### config.mk
export PLATFORM = sky130hd
export DESIGN_NAME = pipe_sel_mux
export DESIGN_NICKNAME = d
export VERILOG_FILES = /design/src/rtl/pipe_sel_mux.sv
export SDC_FILE = /design/constraint.sdc
export NUM_CORES = 1
export LEC_CHECK = 0
export ABC_AREA = 0
export CORE_MARGIN = 2
export CORE_UTILIZATION = 25
export DETAILED_ROUTE_END_ITERATION = 8
export GPL_TIMING_DRIVEN = 1
export PLACE_DENSITY_LB_ADDON = 0.12
export SETUP_SLACK_MARGIN = 0.15
export SLEW_MARGIN = 10
export SYNTH_ARGS = -nofsm -noshare
export SYNTH_HDL_FRONTEND = slang
export SYNTH_SLANG_ARGS = --single-unit
### constraint.sdc
create_clock -name clk -period 4.85 [get_ports clk]
set_input_delay 0.97 -clock clk [delete_from_list [all_inputs] [get_ports clk]]
set_output_delay 0.97 -clock clk [all_outputs]
set_load 0.005 [all_outputs]
### src/rtl/pipe_sel_mux.sv
// pipe_sel_mux: registered N-way word selector with ready/valid on both sides.
// A beat carries the selected word, its select index and an illegal-select
// flag. An output register plus one skid register absorb up to two beats of
// downstream stall while keeping one-beat-per-cycle throughput.
module pipe_sel_mux #(
  parameter int WIDTH  = 32,
  parameter int NUM_IN = 4,
  parameter int SEL_W  = $clog2(NUM_IN)
) (
  input  logic                    clk,
  input  logic                    rst,
  input  logic [NUM_IN*WIDTH-1:0] in_data,
  input  logic [SEL_W-1:0]        in_sel,
  input  logic                    in_valid,
  output logic                    in_ready,
  output logic [WIDTH-1:0]        out_data,
  output logic [SEL_W-1:0]        out_sel,
  output logic                    out_err,
  output logic                    out_valid,
  input  logic                    out_ready
);

  // One extra bit so NUM_IN itself is representable (e.g. NUM_IN=4, SEL_W=2).
  localparam logic [SEL_W:0] NUM_IN_W = (SEL_W + 1)'(NUM_IN);

  logic [WIDTH-1:0] sel_word;
  logic             sel_err;

  logic [WIDTH-1:0] skid_data;
  logic [SEL_W-1:0] skid_sel;
  logic             skid_err;
  logic             skid_valid;

  logic             accept;
  logic             release_beat;

  // Word selection: an out-of-range index selects nothing and yields zero.
  always_comb begin
    sel_word = '0;
    for (int i = 0; i < NUM_IN; i++) begin
      if (in_sel == SEL_W'(i)) begin
        sel_word = in_data[i*WIDTH +: WIDTH];
      end
    end
    sel_err = ({1'b0, in_sel} >= NUM_IN_W);
  end

  // The skid register is the only thing that can block the input side, so
  // ready is simply "skid empty", which is itself a register output.
  assign in_ready     = !skid_valid;
  assign accept       = in_valid && in_ready;
  assign release_beat = out_valid && out_ready;

  // Output stage and skid register update, in priority order.
  always_ff @(posedge clk or posedge rst) begin
    if (rst) begin
      out_valid  <= 1'b0;
      out_data   <= '0;
      out_sel    <= '0;
      out_err    <= 1'b0;
      skid_valid <= 1'b0;
      skid_data  <= '0;
      skid_sel   <= '0;
      skid_err   <= 1'b0;
    end else if (release_beat) begin
      if (skid_valid) begin
        out_data   <= skid_data;
        out_sel    <= skid_sel;
        out_err    <= skid_err;
        skid_valid <= 1'b0;
      end else if (accept) begin
        out_data <= sel_word;
        out_sel  <= in_sel;
        out_err  <= sel_err;
      end else begin
        out_valid <= 1'b0;
      end
    end else if (accept) begin
      if (!out_valid) begin
        out_data  <= sel_word;
        out_sel   <= in_sel;
        out_err   <= sel_err;
        out_valid <= 1'b1;
      end else begin
        skid_data  <= sel_word;
        skid_sel   <= in_sel;
        skid_err   <= sel_err;
        skid_valid <= 1'b1;
      end
    end
  end

endmodule

==> results of run 1 <==
-- cells by family after synthesis --
| family | synth area share (%) |
|---|---|
| muxes | 31.9 |
| DFF | 47.7 |
| AOI/OAI and AO/OA | 9.74 |
| and+or+nand+nor | 6.16 |
| buffers and inverters | 4.39 |
| other | 0.102 |
-- report_power, final --
| part | leakage [nW] | switching, mW | internal (mW) |
|---|---|---|---|
| Clock | 0.151 | 0.248 | 0.462 |
| Combinational | 1.30 | 0.359 | 0.664 |
| Sequential | 0.857 | 0.155 | 0.865 |
| Total | 2.31 | 0.763 | 1.99 |
-- worst min-delay path by stage --
stage / to / slack, ns / cells past startpoint / start
floorplan: skid_data[0]$_DFFE_PP0P_ / 0.47 / 1 / skid_data[0]$_DFFE_PP0P_
global placement: skid_data[3]$_DFFE_PP0P_ / 0.48 / 1 / skid_data[3]$_DFFE_PP0P_
global route: skid_data[18]$_DFFE_PP0P_ / 0.51 / 1 / skid_data[18]$_DFFE_PP0P_
CTS: skid_data[20]$_DFFE_PP0P_ / 0.50 / 1 / skid_data[20]$_DFFE_PP0P_
detailed placement: skid_data[4]$_DFFE_PP0P_ / 0.49 / 1 / skid_data[4]$_DFFE_PP0P_
finish: skid_data[0]$_DFFE_PP0P_ / 0.49 / 1 / skid_data[0]$_DFFE_PP0P_
-- synth_stat cells (all sizes together) --
master   n
dfrtp   70
mux2    38
a221o   32
and2    32
mux4    32
buf     14
clkbuf  10
inv      4
o21ai    2
a211oi   1
a21o     1
a22oi    1
and3     1
conb     1
mux2i    1
nand2    1
nor3     1
-- state kept, by name, indices dropped and copies added, names as in the netlist --
| name | count |
|---|---|
| out_data | 32 |
| skid_sel | 2 |
| out_sel | 2 |
| skid_valid | 1 |
| skid_data | 32 |
| out_valid | 1 |
-- worst max-delay path, cell delays in order --
cell and delay (ns):
clkdlybuf4s50_1 0.57, inv_1 0.12, a211oi_4 0.76, buf_4 0.39
a221o_1 0.19
-- routing by layer --
layer	share of wire [%]	track usage, %	vias up
met1	42	16.5	1442
met5	0	0	-
met2	50	24.0	96
met4	1.2	4.71	0
met3	6.6	3.34	9
li1	-	-	1276
-- stage by stage --
stage,instances,hold slack (ns),util (%)
after global placement,577,0.480,38.1
final,592,0.494,40.3
after global routing,592,0.515,40.3
after detailed placement,577,0.487,38.1
after floorplan,242,0.472,-
after CTS,592,0.499,40.3
-- final cells by class --
| type | count | area, µm² |
|---|---|---|
| clock inverter | 5 | 83.8 |
| sequential | 70 | 1750 |
| clock buffer | 10 | 239 |
| inverter | 4 | 16.3 |
| timing repair buffer | 175 | 1730 |
| tap | 184 | 230 |
| fill | 1379 | 8610 |
| multi-input combinational | 144 | 1770 |
==> impl_metrics.toml, run 1 <==
[worst_setup_path]
ff2ff_setup_slack_ns = 2.69
critPathRequiredTime_ns = 5.11
reg2reg_depth = 4
path_max_fanout = 17
reg2reg_to = "out_sel[0]$_DFFE_PP0P_"
worstSetupPathType = "primary input to flip-flop"
cp-end-kind = "flip-flop"
crit_path_start = "out_ready"
worstPathArrival_ns = 3.01
start_kind = "primary input"
cp-endpoint = "out_data[26]$_DFFE_PP0P_"
rr_startpoint = "skid_valid$_DFFE_PP0P_"

[timing]
fin_skew_ns = 0.00825
max_slew_margin_pct = 41.3
tns_ns = 0
setup_ws_ns = 2.10
drv_slew = 0
min_period_ns = 2.75
rsz0062_at_grt = "false"
max_freq_mhz = 364
final-hold-violation-count = 0
worstMarginPinSlew_ns = 0.881
fin_crit_sh_pct = 56.7
setup_violations = 0

[placement]
dp_slack_ns = 1.74
io_buffers = 169
place_area_um2 = 5490
hpwl_um = 7400
place_congestion = 0.681

[clocking]
ctsHtreeMaxLevel = 3
clkTransAtPathRegs_ns = 0.06
numCtsBuffers = 9
clk_latency_ns = 0.32
cts_root_buf = "clkbuf_16"
cts_tree = "yes"
postCtsSetupRepairBufs = 0
cts-resized-gates = 0
clock_sinks = 70
hold_buffers = 0
cts.path.max_buffers = 2

[finish]
diodes = 0
nNetsFinal = 538
area_growth_pct = 58.3
layout_commonest_cell = "clkdlybuf4s50_1"
final_cell_mix = "clkdlybuf4s50_1, dfrtp_1, mux2_2"
final_cell_area_um2 = 5820
drive_above_1_share_pct = 22.5

[route]
drtIter0Drc = 104
vias = 2823
viasPerCell = 4.77
drt_wl_total_um = 10600
drcViolationCount = 0
ant_nets = 0
avgRoutedWirePerCell_um = 17.9
firstDrtPassIters = 4

[run_status]
status = "complete, no violations"

[floorplan]
fp.dieH_um = 125
row_count = 44
ios = 171
core-area_um2 = 14400
dieWidth_um = 125
dieArea_um2 = 15700
initial_core_util_pct = 25.5

[power_and_ir_drop]
p_leak_nw = 2.31
ir_worst_vdd_v = 0.000188
power.density_nw_per_um2 = 474
power.total_mw = 2.75

[yosys]
synth-seq-cells = 70
yosysWarnings = 0
synth_area_um2 = 3670
synthCells = 242
yosys.area.top_type_share_pct = 47.7
synth_area_leaders = "dfrtp_1, mux4_2, mux2_2"
seq_area_frac_synth_pct = 47.7
syn_avg_cell_area_um2 = 15.2
syn_nets = 376
synth_top_area_cell = "dfrtp_1"
synth_cell_type_count = 21

[grt]
antenna_found_initial = 0
overflow = 0
grt_pass1_vias = 3153
grt_pass1_wl_um = 16800
grt_max_degree = 39
track_usage_pct = 13.7

[hold_path]
hold_class = "flip-flop to flip-flop"

[flow_run]
drv_cap = 0
(Power assumes the default switching activity.)
==> run 2: changes to the inputs <==
==> constraint.sdc (replaced) <==
create_clock -name clk -period 2.7 [get_ports clk]
set_input_delay 0.54 -clock clk [delete_from_list [all_inputs] [get_ports clk]]
set_output_delay 0.54 -clock clk [all_outputs]
set_load 0.005 [all_outputs]
==> run 2 against run 1 <==
Compared with the run above:
- flip-flop and latch count unchanged
- clock power grew 59%
- worst hold slack better by 0.0023 ns
- power increased by 76%
- clock skew decreased by 0.0032 ns
- core utilization rose by 0.16 points
- largest power group is now combinational logic
==> impl_metrics.toml, run 2 (synthesized netlist as in run 1, its figures left out) <==
[finish]
utilization_pct = 40.5
num-fill-cells = 1345
drive_above_1_share_pct = 22.7
area_growth_pct = 58.9
top_regs = "out_data (32), skid_data (32)"
final_cell_area_um2 = 5840
fin_cells = 594
nNetsFinal = 539
final_cell_mix = "clkdlybuf4s50_1, dfrtp_1, mux2_2"
layout_commonest_cell = "clkdlybuf4s50_1"
diodes = 0

[timing]
worstMarginPinSlew_ns = 0.885
final-hold-violation-count = 0
tns_ns = 0
max_slew_margin_pct = 41.0
timing.hold.ws_ns = 0.497
rsz0062_at_grt = "false"
fin_crit_sh_pct = 73.1
drv_slew = 0
min_period_ns = 1.97
max_freq_mhz = 507
setup_violations = 0
fin_skew_ns = 0.00508
setup_ws_ns = 0.726

[hold_path]
hold_class = "flip-flop to flip-flop"

[placement]
io_buffers = 169
dp_slack_ns = 0.352
dp.cells = 578
place_area_um2 = 5550
place_congestion = 0.673
hpwl_um = 7150

[power_and_ir_drop]
clock_power_share_pct = 23.4
power.internal_mw = 3.47
power.density_nw_per_um2 = 829
combPwrFrac_pct = 38.8
power.switching_mw = 1.36
power.total_mw = 4.84
p_leak_nw = 2.32
netSwitchingFraction_pct = 28.2
ir_worst_vdd_v = 0.000269
seq_power_share_pct = 37.8

[clocking]
cts.path.max_buffers = 2
cts_root_buf = "clkbuf_16"
clock_sinks = 70
cts_tree = "yes"
numCtsBuffers = 9
ctsHtreeMaxLevel = 3
clkTransAtPathRegs_ns = 0.06
clk_latency_ns = 0.33
postCtsSetupRepairBufs = 0
cts-resized-gates = 0
hold_buffers = 0

[floorplan]
dieArea_um2 = 15700
ios = 171
dieWidth_um = 125
initial_core_util_pct = 25.5
fp.dieH_um = 125
row_count = 44
core-area_um2 = 14400

[worst_setup_path]
crit_path_top_delay_cell = "clkdlybuf4s50_1"
critPathRequiredTime_ns = 2.16
worstSetupPathType = "flip-flop to primary output"
cp_top_family = "buffers and inverters"
critPathBufInv = 2
cp-end-kind = "primary output"
path_max_fanout = 7
start_kind = "flip-flop"
worstPathCellList = "inv_1 -> clkdlybuf4s50_1"
worstPathArrival_ns = 1.43
cpPeakStageDelay_ns = 0.51

[grt]
grt_pass1_wl_um = 17100
antenna_found_initial = 0
grt_pass1_vias = 3112
overflow = 0
track_usage_pct = 14.0
grt_max_degree = 35

[route]
vias = 2786
drtIter0Drc = 89
ant_nets = 0
viasPerCell = 4.69
firstDrtPassIters = 4
avgRoutedWirePerCell_um = 18.0
drcViolationCount = 0
drt_wl_total_um = 10700

[run_status]
status = "complete, no violations"

[flow_run]
drv_cap = 0
==> run 2: cell count changes in the layout (fill, tap and decap cells not counted), sizes merged <==
cell	delta
clkbuf	+3
clkinv	+1
buf	+1
clkinvlp	-1
bufinv	-2
==> run 2: final cells by class <==
| class | count | area (µm²) | share of cell area (%) |
|---|---|---|---|
| timing repair buffer | 176 | 1780 | 30.6 |
| multi-input combinational | 144 | 1770 | 30.3 |
| sequential | 70 | 1750 | 30.0 |
| inverter | 4 | 16.3 | 0.279 |
| clock buffer | 13 | 270 | 4.63 |
| clock inverter | 3 | 17.5 | 0.300 |
| tap | 184 | 230 | 3.94 |
==> run 2: final timing paths <==
kind / start / to / slack (ns) / cells after the start
max: skid_valid$_DFFE_PP0P_ / in_ready / 0.73 / 2
min: skid_data[13]$_DFFE_PP0P_ / skid_data[13]$_DFFE_PP0P_ / 0.50 / 1
max reg2reg: skid_valid$_DFFE_PP0P_ / out_sel[1]$_DFFE_PP0P_ / 1.04 / 4
min reg2reg: skid_data[13]$_DFFE_PP0P_ / skid_data[13]$_DFFE_PP0P_ / 0.50 / 1
max in group asynchronous: rst / out_data[28]$_DFFE_PP0P_ / 1.53 / 3
min in group asynchronous: rst / skid_data[9]$_DFFE_PP0P_ / 0.58 / 2
==> run 2: power groups by stage <==
stage          Sequential [mW]  Clock, mW  Combinational, mW
2_1_floorplan             1.79          0              0.986
3_5_place_dp              1.84          0               1.92
6_report                  1.83       1.13               1.88
5_1_grt                   1.90       1.22               2.03
3_3_place_gp              1.83          0               1.89
4_1_cts                   1.83       1.17               1.92
==> run 2: routing by layer <==
layer | global-route usage (%) | up-vias | share of wire [%]
met2 | 24.4 | 108 | 50
met4 | 4.31 | 0 | 1.3
met3 | 3.94 | 11 | 6.5
met1 | 17.0 | 1385 | 42
met5 | 0 | - | 0
li1 | - | 1282 | -
==> run 3: changes to the inputs <==
==> constraint.sdc (replaced) <==
create_clock -name clk -period 1.8 [get_ports clk]
set_input_delay 0.36 -clock clk [delete_from_list [all_inputs] [get_ports clk]]
set_output_delay 0.36 -clock clk [all_outputs]
set_load 0.005 [all_outputs]
==> run 3 against run 2 <==
Compared with the run above:
- register-to-register slack got worse by 0.86 ns
- largest power group unchanged
- largest cell class unchanged
- non-clock buffer count increased by 26
- flip-flop and latch count did not move
- sequential power increased by 48%
- count of clock-buffer cells in the layout decreased by 3
- worst setup slack worse by 0.54 ns
- critical endpoint is now skid_data[0]$_DFFE_PP0P_
==> impl_metrics.toml, run 3 (synthesized netlist as in run 1, its figures left out) <==
[clocking]
clk_latency_ns = 0.33
clock_sinks = 70
cts.path.max_buffers = 2
cts_tree = "yes"
numCtsBuffers = 9
cts_root_buf = "clkbuf_16"
hold_buffers = 0
clkTransAtPathRegs_ns = 0.06
ctsHtreeMaxLevel = 3

[finish]
nNetsFinal = 565
num-fill-cells = 1372
area_growth_pct = 69.1
top_regs = "out_data (32), skid_data (32)"
utilization_pct = 43.1
layout_commonest_cell = "clkdlybuf4s50_1"
final_cell_mix = "clkdlybuf4s50_1, dfrtp_1, mux2_2"
drive_above_1_share_pct = 27.5
diodes = 0

[worst_setup_path]
worstPathCellList = "buf_6 -> buf_6 -> nor3_4 -> buf_12 -> buf_6 -> mux2_2"
cp-endpoint = "skid_data[0]$_DFFE_PP0P_"
crit_top_cell = "buf_6"
critPathBufInv = 4
worstSetupPathType = "flip-flop to flip-flop"
ff2ff_setup_slack_ns = 0.18
rr_startpoint = "skid_valid$_DFFE_PP0P_"
cpPeakStageDelay_ns = 0.39
critPathRequiredTime_ns = 2.01
crit_path_start = "skid_valid$_DFFE_PP0P_"
cp_top_family = "buffers and inverters"
reg2reg_depth = 6
start_kind = "flip-flop"
cp.depth = 6
crit_path_top_delay_cell = "dfrtp_1"
path_max_fanout = 8
cp-end-kind = "flip-flop"
reg2reg_to = "skid_data[0]$_DFFE_PP0P_"
worstPathArrival_ns = 1.82

[timing]
setup_violations = 0
drv_slew = 0
max_freq_mhz = 619
tns_ns = 0
min_period_ns = 1.62
fin_crit_sh_pct = 89.7
fin_skew_ns = 0.00499
final-hold-violation-count = 0
rsz0062_at_grt = "false"

[floorplan]
fp.dieH_um = 125
core-area_um2 = 14400
ios = 171
row_count = 44
initial_core_util_pct = 25.5
dieArea_um2 = 15700
dieWidth_um = 125

[power_and_ir_drop]
ir_worst_vdd_v = 0.000530
power.total_mw = 7.64
power.density_nw_per_um2 = 1230
p_leak_nw = 2.51

[hold_path]
hold_class = "primary input to flip-flop"

[grt]
grt_max_degree = 71
grt_pass1_wl_um = 16800
track_usage_pct = 13.6
grt_pass1_vias = 3171
overflow = 0
antenna_found_initial = 0

[route]
viasPerCell = 4.78
drt_wl_total_um = 11400
firstDrtPassIters = 4
vias = 2962
drcViolationCount = 0
avgRoutedWirePerCell_um = 18.5
drtIter0Drc = 135
ant_nets = 0

[placement]
hpwl_um = 7450
io_buffers = 169
place_congestion = 0.672

[run_status]
status = "complete, no violations"

[flow_run]
drv_cap = 0
==> run 3: cell types whose count changed in the layout (fill, tap and decap cells not counted), moves of 3 or more <==
| cell | delta |
|---|---|
| buf_6 | +5 |
| clkbuf_8 | -3 |
| buf_12 | +6 |
| clkbuf_16 | +4 |
| buf_4 | +9 |
==> run 3: metrics by stage <==
| step | hold slack (ns) | cells | cell area (µm²) | worst slack [ns] |
|---|---|---|---|---|
| 2_1_floorplan | 0.469 | 242 | 3680 | 0.165 |
| 3_3_place_gp | 0.481 | 592 | 5730 | -0.117 |
| 3_5_place_dp | 0.487 | 592 | 5730 | -0.132 |
| 4_1_cts | 0.500 | 611 | 6020 | 0.167 |
| 5_1_grt | 0.431 | 620 | 6210 | 0.149 |
| 6_report | 0.415 | 620 | 6210 | 0.185 |
==> run 3: worst min-delay path: stages <==
cell	delay [ns]
dlymetal6s2s_1	0.13
buf_6	0.13
a22oi_1	0.08
==> run 3: where the power goes <==
group / total (mW) / switching (mW) / internal [mW]
Combinational: 3.34 / 1.18 / 2.16
Sequential: 2.70 / 0.368 / 2.33
Clock: 1.60 / 0.673 / 0.927
Total: 7.64 / 2.22 / 5.43
==> run 3: routing by layer <==
layer	vias up	share of wire [%]	global-route usage, %
li1	1335	-	-
met1	1524	43	16.2
met2	94	51	24.1
met3	9	5.6	3.42
met4	0	0.99	4.64
met5	-	0	0
==> run 3: timing repair <==
| action | 4_1_cts | 5_1_grt |
|---|---|---|
| setup endpoints to repair | 2 | 37 |
| gates resized for setup | 2 | 8 |
| cloned | 0 | 6 |
| pin swaps | 0 | 2 |
| setup buffers | 3 | 3 |
==> run 3: layout make-up <==
cell class | count | area (µm²) | share of cell area [%]
repair buffers | 202 | 2170 | 35.0
multi-input cells | 144 | 1770 | 28.5
flip-flops and latches | 70 | 1750 | 28.2
well taps | 184 | 230 | 3.70
clock buffers | 10 | 229 | 3.68
clock inverters | 6 | 38.8 | 0.624
inverters | 4 | 18.8 | 0.302
==> run 3: worst min path at each step <==
stage          cells past startpoint                      start                        end  slack [ns]
6_report                           3                  out_ready     skid_valid$_DFFE_PP0P_        0.42
5_1_grt                            3                  out_ready     skid_valid$_DFFE_PP0P_        0.43
4_1_cts                            3                        rst   skid_data[8]$_DFFE_PP0P_        0.50
3_5_place_dp                       1   skid_data[3]$_DFFE_PP0P_   skid_data[3]$_DFFE_PP0P_        0.49
3_3_place_gp                       1  skid_data[14]$_DFFE_PP0P_  skid_data[14]$_DFFE_PP0P_        0.48
2_1_floorplan                      1                  out_ready     skid_valid$_DFFE_PP0P_        0.47
